===== src/rtl/pipe_elastic_reg_pkg.sv =====
// Shared constants, types and helpers for the elastic pipeline-stage register.
// Holds the NOP payload encoding, the default counter width and the main-register update selector.
package pipe_elastic_reg_pkg;

    localparam logic [31:0] NOP_DEFAULT   = 32'h0000_0013;
    localparam int          CNT_W_DEFAULT = 16;

    typedef enum logic [1:0] {
        MAIN_HOLD,
        MAIN_LOAD_IN,
        MAIN_LOAD_SKID,
        MAIN_DRAIN
    } mainSel_t;

    // Number of live entries thrown away by a flush (0..2).
    function automatic logic [1:0] flushInc(input logic mainValid, input logic skidValid);
        return {1'b0, mainValid} + {1'b0, skidValid};
    endfunction

endpackage


===== src/rtl/pipe_elastic_reg_sat_cnt.sv =====
// Saturating performance counter: adds 0..2 per cycle, sticks at all-ones, synchronous clear.
module pipe_sat_cnt #(
    parameter int CNT_W = 16
) (
    input  logic             i_clk,
    input  logic             i_rst,
    input  logic             i_clr,
    input  logic [1:0]       i_inc,
    output logic [CNT_W-1:0] o_cnt
);

    logic [CNT_W-1:0] r_cnt;
    logic [CNT_W:0]   w_sum;

    assign w_sum = {1'b0, r_cnt} + {{(CNT_W-1){1'b0}}, i_inc};

    // The extra sum bit flags an overflow, which pins the count at its maximum instead of wrapping.
    always_ff @(posedge i_clk or posedge i_rst) begin
        if (i_rst) begin
            r_cnt <= '0;
        end else if (i_clr) begin
            r_cnt <= '0;
        end else if (w_sum[CNT_W]) begin
            r_cnt <= '1;
        end else begin
            r_cnt <= w_sum[CNT_W-1:0];
        end
    end

    assign o_cnt = r_cnt;

endmodule


===== src/rtl/pipe_elastic_reg.sv =====
// Elastic pipeline-stage register with valid/ready handshake, optional skid entry,
// bubble/stall control and saturating stall/flush counters.
module pipe_elastic_reg
    import pipe_elastic_reg_pkg::*;
#(
    parameter int               WIDTH   = 32,
    parameter int               SKID    = 1,
    parameter logic [WIDTH-1:0] DEFAULT = '0,
    parameter int               CNT_W   = CNT_W_DEFAULT
) (
    input  logic             i_clk,
    input  logic             i_rst,
    input  logic             i_stall,
    input  logic             i_bubble,
    input  logic             i_in_valid,
    output logic             o_in_ready,
    input  logic [WIDTH-1:0] i_in_data,
    output logic             o_out_valid,
    input  logic             i_out_ready,
    output logic [WIDTH-1:0] o_out_data,
    input  logic             i_cnt_clr,
    output logic [CNT_W-1:0] o_stall_cnt,
    output logic [CNT_W-1:0] o_flush_cnt
);

    logic             w_hold;
    logic             r_mainValid;
    logic [WIDTH-1:0] r_mainData;
    logic             w_skidValid;
    logic [WIDTH-1:0] w_skidData;
    logic             w_inReady;
    logic             w_outValid;
    logic             w_inFire;
    logic             w_outFire;
    mainSel_t         w_mainSel;
    logic [1:0]       w_stallInc;
    logic [1:0]       w_flushInc;

    assign w_hold     = i_stall | i_bubble;
    assign w_outValid = r_mainValid & ~w_hold;
    assign w_outFire  = w_outValid & i_out_ready;
    assign w_inFire   = i_in_valid & w_inReady;

    generate
        if (SKID != 0) begin : g_skid
            logic             r_skidValid;
            logic [WIDTH-1:0] r_skidData;
            logic             w_skidLoad;

            // Input arrives while main is occupied and not draining: park it in the skid entry.
            assign w_skidLoad = w_inFire & r_mainValid & ~w_outFire;

            always_ff @(posedge i_clk or posedge i_rst) begin
                if (i_rst) begin
                    r_skidValid <= 1'b0;
                    r_skidData  <= DEFAULT;
                end else if (i_bubble) begin
                    r_skidValid <= 1'b0;
                    r_skidData  <= DEFAULT;
                end else if (w_skidLoad) begin
                    r_skidValid <= 1'b1;
                    r_skidData  <= i_in_data;
                end else if (r_skidValid && w_outFire) begin
                    r_skidValid <= 1'b0;
                    r_skidData  <= DEFAULT;
                end
            end

            assign w_skidValid = r_skidValid;
            assign w_skidData  = r_skidData;
            // Ready depends only on registered state, cutting the out_ready -> in_ready path.
            assign w_inReady   = ~r_skidValid & ~w_hold & ~i_rst;
        end else begin : g_noskid
            assign w_skidValid = 1'b0;
            assign w_skidData  = DEFAULT;
            assign w_inReady   = (~r_mainValid | i_out_ready) & ~w_hold & ~i_rst;
        end
    endgenerate

    // A waiting skid entry always refills main before any newer input, preserving order.
    always_comb begin
        w_mainSel = MAIN_HOLD;
        if (w_skidValid && w_outFire) begin
            w_mainSel = MAIN_LOAD_SKID;
        end else if (w_inFire && (!r_mainValid || w_outFire)) begin
            w_mainSel = MAIN_LOAD_IN;
        end else if (w_outFire) begin
            w_mainSel = MAIN_DRAIN;
        end
    end

    always_ff @(posedge i_clk or posedge i_rst) begin
        if (i_rst) begin
            r_mainValid <= 1'b0;
            r_mainData  <= DEFAULT;
        end else if (i_bubble) begin
            r_mainValid <= 1'b0;
            r_mainData  <= DEFAULT;
        end else begin
            case (w_mainSel)
                MAIN_LOAD_IN: begin
                    r_mainValid <= 1'b1;
                    r_mainData  <= i_in_data;
                end
                MAIN_LOAD_SKID: begin
                    r_mainValid <= 1'b1;
                    r_mainData  <= w_skidData;
                end
                MAIN_DRAIN: begin
                    r_mainValid <= 1'b0;
                    r_mainData  <= DEFAULT;
                end
                default: begin
                    r_mainValid <= r_mainValid;
                    r_mainData  <= r_mainData;
                end
            endcase
        end
    end

    assign w_stallInc = {1'b0, i_stall & ~i_bubble};
    assign w_flushInc = i_bubble ? flushInc(r_mainValid, w_skidValid) : 2'd0;

    pipe_sat_cnt #(.CNT_W(CNT_W)) u_stallCnt (
        .i_clk (i_clk),
        .i_rst (i_rst),
        .i_clr (i_cnt_clr),
        .i_inc (w_stallInc),
        .o_cnt (o_stall_cnt)
    );

    pipe_sat_cnt #(.CNT_W(CNT_W)) u_flushCnt (
        .i_clk (i_clk),
        .i_rst (i_rst),
        .i_clr (i_cnt_clr),
        .i_inc (w_flushInc),
        .o_cnt (o_flush_cnt)
    );

    assign o_in_ready  = w_inReady;
    assign o_out_valid = w_outValid;
    assign o_out_data  = r_mainData;

endmodule


===== config.mk =====
export PLATFORM = sky130hd
export DESIGN_NAME = pipe_elastic_reg
export DESIGN_NICKNAME = d
export VERILOG_FILES = /design/src/rtl/pipe_elastic_reg_pkg.sv /design/src/rtl/pipe_elastic_reg_sat_cnt.sv /design/src/rtl/pipe_elastic_reg.sv
export SDC_FILE = /design/constraint.sdc
export NUM_CORES = 1
export LEC_CHECK = 0
export CORE_MARGIN = 2
export CORE_UTILIZATION = 30
export DETAILED_ROUTE_END_ITERATION = 6
export SLEW_MARGIN = 0
export SYNTH_ARGS = -nofsm -noshare
export SYNTH_HDL_FRONTEND = slang
export SYNTH_SLANG_ARGS = --single-unit

===== constraint.sdc =====
create_clock -name i_clk -period 7.5 [get_ports i_clk]
set_clock_uncertainty 0.1 [all_clocks]
set_input_delay 1.125 -clock i_clk [delete_from_list [all_inputs] [get_ports i_clk]]
set_output_delay 1.125 -clock i_clk [all_outputs]
set_load 0.1 [all_outputs]

-- After elaboration in Yosys (flattened, before gate mapping)
Cells that the tools add are included.
- output and inout bits: 66
- word-level logic and storage cells: 52
- input port bits: 39
- register bits after elaboration: 98
- equal/unequal tests: 3
- reductions and logical operators: 8
- mux-type cells: 18
- add/subtract/negate cells: 3
- bitwise logic cells: 14
- operators with widths (kind ; number):
    2-to-1 mux 32 bit ; 4
    one-hot mux 32 bit (3 select lines) ; 1
    2-to-1 mux 16 bit ; 4
    adder 16 x 1 -> 17 bit ; 1
    adder 16 x 2 -> 17 bit ; 1
    AND 1 bit ; 8
    2-to-1 mux 2 bit ; 4
    nonzero test 3 bit ; 2
    NOT 1 bit ; 5
    == test 2 bit (second input constant) ; 2
    2-to-1 mux 1 bit ; 4
    nonzero test 4 bit ; 1
    adder 1 x 1 -> 2 bit ; 1
    == test 2 x 1 -> 1 bit (second input constant) ; 1
    logical AND 1 bit ; 2
    one-hot mux 1 bit (2 select lines) ; 1
    OR reduction 2 bit ; 1
    zero test 1 bit ; 1
    logical OR 1 bit ; 1
    bitwise OR 1 bit ; 1

-- Logic depth before layout (Yosys ltp)
- depth in word-level cells: 12
- mapped depth: 10

-- Cells and area by module
Synthesis repeated with hierarchy kept, for this count alone.
- cells, all modules: 527
- area, all modules: 5089.9 µm²
- modules (own cells, without submodules) (module ; area each (µm²) ; times used ; seq. area each (µm²) ; cells an instance):
    pipe_elastic_reg ; 3298.2 ; 1 ; 1651.6 ; 357
    pipe_sat_cnt ; 895.9 ; 2 ; 400.4 ; 85

-- Worst setup path after synthesis
OpenSTA, ideal clock, no wires.
- path type: in2out
- start point: in i_bubble
- end point: out o_out_valid
- stages: 2
- path buffers: 1
- setup slack: 2782 ps
- arrival time: 3493 ps
- required time: 6275 ps
- cell sequence: buf_4 nor3b_1
- longest elaborated chain between the ends: 3
- ends and longest elaborated chain (element ; RTL line ; text):
    from (decl) ; pipe_elastic_reg.sv:14 ; input logic i_bubble,
    bitwise OR 1 bit ; pipe_elastic_reg.sv:39 ; assign w_hold = i_stall | i_bubble;
    NOT 1 bit ; pipe_elastic_reg.sv:40 ; assign w_outValid = r_mainValid & ~w_hold;
    AND 1 bit ; pipe_elastic_reg.sv:40 ;
    to (decl) ; pipe_elastic_reg.sv:18 ; output logic o_out_valid,
No other way between the ends.

-- Worst setup path after layout
- start point: in i_bubble
- end point: out o_in_ready
- longest elaborated chain between the ends: 4
- ends and longest elaborated chain (element ; RTL line ; text):
    bitwise OR 1 bit ; pipe_elastic_reg.sv:39 ;
    NOT 1 bit ; pipe_elastic_reg.sv:72 ; assign w_inReady = ~r_skidValid & ~w_hold & ~i_rst;
    AND 1 bit (2 in a row) ; pipe_elastic_reg.sv:72 ;
    to (decl) ; pipe_elastic_reg.sv:16 ; output logic o_in_ready,
No other way between the ends.

==> implementation parameters <==
Parameter                              Value

Power
  Final Total Pwr ... 1240 uW
  Flop pwr share ... 45.2%
  Power Dens Cells ... 205 nW/um2
  Switching pwr ... 394 uW
  Leakage dissipation ... 0.00263 uW
  Net switching share of the total power ... 31.9%
  Gate power share ... 19.0%
  Cell internal pwr ... 841 uW
  Clock network fraction of total power ... 35.8%
  Peak supply drop ... 0.0982 mV

Timing
  Setup violation total in the final timing report ... 0
  Final sum of negative setup slack ... 0 ns
  F_max ... 213 MHz
  Slew at the pin with the worst max-slew slack ... 1.32 ns
  Slew Limit Headroom ... 12.2%
  Min Tclk post-route ... 4.69 ns
  Count of endpoints failing hold in the final timing report ... 0
  Count of final max-slew check failures ... 0
  Unrepaired setup endpoints after global routing ... no
  Post-route clock period utilization ... 62.5%

Clocking
  H-tree lvl count ... 3
  Number of buffers on the longest clock path ... 2
  Number of hold-repair buffers added at the cts stage ... 0
  Clock Pin Slew Worst Setup and Hold Paths ... 0.06 ns
  Root buffer cell ... sky130_fd_sc_hd__clkbuf_16
  Clock tree from TritonCTS ... built
  TritonCTS Buffers ... 9
  CTS-repair resized insts ... 0
  Number of sinks on the clock net ... 98
  Clock network latency to the later pin of the worst-skew pair ... 0.35 ns
  Setup bufs post-CTS ... 0

Cells and area
  Layout overhead on the synthesized area ... 32.6%
  Number of fillers in the final layout ... 1465
  Final Core Density ... 40.1%
  Final net count ... 590
  Share of post-route cells with drive strength above 1 ... 5.83%
  Sequential standard cell area ... 2450 um2
  Antenna diode count ... 0
  Area occupied by multi-input gates ... 1940 um2

Floorplanning
  Starting density of the core ... 30.3%
  Std-Cell Rows ... 45
  Die outline width ... 127 um
  Top-level port count ... 105
  Chip Height ... 127 um
  Core Box Area ... 15000 um2
  Area of the die ... 16200 um2

Drt
  WL/cell ... 16.4 um
  Post-detailed-route DRC marker count ... 0
  DR pass1 iterations ... 5
  Antenna violation net count after detailed routing ... 0
  Total detailed-routing wirelength ... 12100 um
  Via count ... 3856
  Detail-routed via count per cell ... 5.23
  Drt first-iter violations ... 292

Synth
  Fraction of post-synthesis cell area in the top cell type by area ... 53.9%
  Cell taking the most area after synthesis ... sky130_fd_sc_hd__dfrtp_1
  Synthesized-area fraction occupied by adder cells ... 2.09%
  Yosys reg bits ... 98
  Largest family of logic cells by synthesized area ... compound AO/OA/AOI/OAI gates
  Count of warnings emitted by yosys ... 0
  Fraction of registers with async set or reset after synthesis ... 100%
  Fraction of the mapped netlist area in simple logic gates ... 16.9%
  Count of different cell masters after synthesis ... 43
  Multiplexer area fraction after synthesis ... 0.220%
  Synth Area in XOR/XNOR ... 3.27%
  Compound-Gate Fraction of Synth Area ... 19.5%
  Nets in the synthesized netlist ... 500
  Synthesized cell area ... 4550 um2
  Seq/Total Area, Yosys ... 53.9%
  Gate Count Post-Synth ... 454
  Count of flip-flops with a built-in enable after synthesis ... 0
  Mean area per synthesized cell ... 10.0 um2
  Most used flip-flop cell after synthesis ... sky130_fd_sc_hd__dfrtp_1
  Synth area leaders ... sky130_fd_sc_hd__dfrtp_1 (54%), sky130_fd_sc_hd__a21oi_1 (6.5%), sky130_fd_sc_hd__a22o_1 (6.2%), sky130_fd_sc_hd__and3_1 (4.5%), sky130_fd_sc_hd__nand2_1 (4.0%)

GRT
  Pin count of the biggest net entering global routing ... 52
  Number of antenna violations at the first check in global routing ... 0
  Vias in the first global route ... 3801
  Gr usage total ... 15.1%
  First-pass GRT wire length ... 19400 um
  Total overflow reported by the global router ... 0

Placed design
  Routability cong. ... 0.776
  Port Buf Inserts ... 104
  Final HPWL from detailed placement ... 8160 um

Worst setup path
  Crit path launch type ... input port
  Category of the critical setup timing path ... input port to primary output
  Endpoint required time on the critical path ... 6.27 ns
  Worst Path Buf+Inv ... 2
  Critical path's most frequent cell ... sky130_fd_sc_hd__clkdlybuf4s50_1
  Critical register-to-register path startpoint ... g_skid.r_skidValid
  Longest individual stage delay on the worst path ... 1.23 ns
  Top cell family by delay on the critical path ... buffers and inverters
  Largest fanout on the critical path ... 12
  Worst setup path startpoint ... i_bubble
  Cell breakdown of the critical path ... clkdlybuf4s50_1 -> nor4_4 -> clkdlybuf4s50_1
  Endpoint class of the critical path ... primary output
  Cell at the slowest stage of the critical path ... sky130_fd_sc_hd__clkdlybuf4s50_1
  Flop2flop setup slack ... 3.90 ns
  Critical Path AT ... 3.46 ns

Status
  Run status ... finished clean

Hold path
  Classification of the worst-slack hold path ... register to register
  Worst Min Path Start ... o_out_data[3]

Run
  Max-cap violations ... 0
==> path summary, 6_finish.rpt <==
path	endpoint	depth (start not counted)
worst min register to register	o_out_data[3]	2
min in group asynchronous	o_out_data[2]	2
worst max-delay path	o_in_ready	3
worst min-delay path	o_out_data[3]	2
worst max register to register	u_flushCnt.o_cnt[1]	9
max in group asynchronous	u_stallCnt.o_cnt[3]	3
==> worst reg2reg max path: stages, from the launching register on <==
cell and delay (ns):
sky130_fd_sc_hd__dfrtp_1 1.12, sky130_fd_sc_hd__ha_1 0.24, sky130_fd_sc_hd__and2_1 0.13, sky130_fd_sc_hd__ha_1 0.19, sky130_fd_sc_hd__inv_1 0.06, sky130_fd_sc_hd__fa_1 0.44
sky130_fd_sc_hd__nor2b_1 0.33, sky130_fd_sc_hd__nand2_1 0.11, sky130_fd_sc_hd__or3_1 0.55, sky130_fd_sc_hd__a21oi_1 0.22
==> cells in the mapped netlist, types with 2 or more instances <==
library cell and n:
sky130_fd_sc_hd__or2_2 2, sky130_fd_sc_hd__o21ai_0 8, sky130_fd_sc_hd__a21o_1 2, sky130_fd_sc_hd__buf_2 9, sky130_fd_sc_hd__nand4_1 7, sky130_fd_sc_hd__xor2_1 7
sky130_fd_sc_hd__o21ai_1 30, sky130_fd_sc_hd__nand2_1 49, sky130_fd_sc_hd__or3_1 2, sky130_fd_sc_hd__inv_1 13, sky130_fd_sc_hd__dfrtp_1 98, sky130_fd_sc_hd__clkbuf_1 17
sky130_fd_sc_hd__nor2_2 2, sky130_fd_sc_hd__ha_1 6, sky130_fd_sc_hd__nor2_1 9, sky130_fd_sc_hd__a21oi_1 59, sky130_fd_sc_hd__a22o_1 32, sky130_fd_sc_hd__a31oi_1 4
sky130_fd_sc_hd__buf_4 4, sky130_fd_sc_hd__nand3_1 13, sky130_fd_sc_hd__xnor2_1 10, sky130_fd_sc_hd__a211oi_1 4, sky130_fd_sc_hd__nor3_1 8, sky130_fd_sc_hd__nor2b_1 2
sky130_fd_sc_hd__and4_1 5, sky130_fd_sc_hd__nand2b_1 3, sky130_fd_sc_hd__and3_1 33
==> per-layer routing <==
metal	up-vias	track usage, %	part of all wire [%]	wire length [um]
met4	0	4.78	1.4	165
met1	1919	20.9	47	5700
met2	111	23.6	47	5640
li1	1810	-	-	-
met3	16	3.60	4.8	577
met5	-	0	0	0
==> cell usage in the layout (no fill, tap or decap), types with 2 or more instances in the layout <==
cell                              Yosys  routed
sky130_fd_sc_hd__clkdlybuf4s50_1      0     104
sky130_fd_sc_hd__or3_1                2       2
sky130_fd_sc_hd__a31oi_1              4       4
sky130_fd_sc_hd__nand3_1             13      13
sky130_fd_sc_hd__a22o_1              32      32
sky130_fd_sc_hd__a211oi_1             4       4
sky130_fd_sc_hd__nor3_1               8       7
sky130_fd_sc_hd__nand4_1              7       7
sky130_fd_sc_hd__xor2_1               7       7
sky130_fd_sc_hd__and4_1               5       5
sky130_fd_sc_hd__or2_2                2       2
sky130_fd_sc_hd__ha_1                 6       6
sky130_fd_sc_hd__nand2b_1             3       3
sky130_fd_sc_hd__nor2_2               2       2
sky130_fd_sc_hd__buf_4                4       5
sky130_fd_sc_hd__clkbuf_16            0       9
sky130_fd_sc_hd__o21ai_0              8       8
sky130_fd_sc_hd__a21oi_1             59      59
sky130_fd_sc_hd__nor2b_1              2       2
sky130_fd_sc_hd__and3_1              33      33
sky130_fd_sc_hd__nand2_1             49      49
sky130_fd_sc_hd__clkinvlp_4           0       2
sky130_fd_sc_hd__xnor2_1             10      10
sky130_fd_sc_hd__nor2_1               9       9
sky130_fd_sc_hd__dfrtp_1             98      98
sky130_fd_sc_hd__a21o_1               2       2
sky130_fd_sc_hd__inv_1               13      12
sky130_fd_sc_hd__o21ai_1             30      30
==> state kept, by name (all words and copies together) (netlist names) <==
signal and cells:
g_skid.r_skidData 32, u_flushCnt.o_cnt 16, r_mainValid 1, o_out_data 32, u_stallCnt.o_cnt 16, g_skid.r_skidValid 1
==> power by group through the flow <==
stage                     clock, uW  sequential [uW]  combinational (uW)
after global routing            476              561                 246
after CTS                       449              559                 237
after global placement            0              568                 235
after detailed placement          0              568                 237
final                           442              559                 235
after floorplan                   0              683                45.3
==> through the flow <==
| step | setup slack, ns | hold WS (ns) | instance area, um2 | cells |
|---|---|---|---|---|
| after floorplan | 2.78 | 0.358 | 4550 | 454 |
| after global placement | 2.87 | 0.375 | 5760 | 721 |
| after detailed placement | 2.72 | 0.377 | 5760 | 721 |
| after CTS | 2.82 | 0.397 | 6040 | 737 |
| after global routing | 2.71 | 0.409 | 6040 | 737 |
| final | 2.81 | 0.396 | 6040 | 737 |
==> logic make-up after synthesis <==
family                   after synthesis
AO/OA/AOI/OAI                        145
AND/OR/NAND/NOR                      143
flip-flops                            98
buffers and inverters                 43
XOR/XNOR                              17
adder cells (fa/ha/maj)                7
multiplexers                           1
==> layout make-up <==
type	instances	share of cell area, %
Tap cell	188	3.90
Clock inverter	5	0.622
Timing Repair Buffer	109	17.9
Sequential cell	98	40.6
Multi-Input combinational cell	313	32.1
Inverter	13	0.850
Clock buffer	11	4.02
No activity file was read; power rests on OpenSTA's default activity.
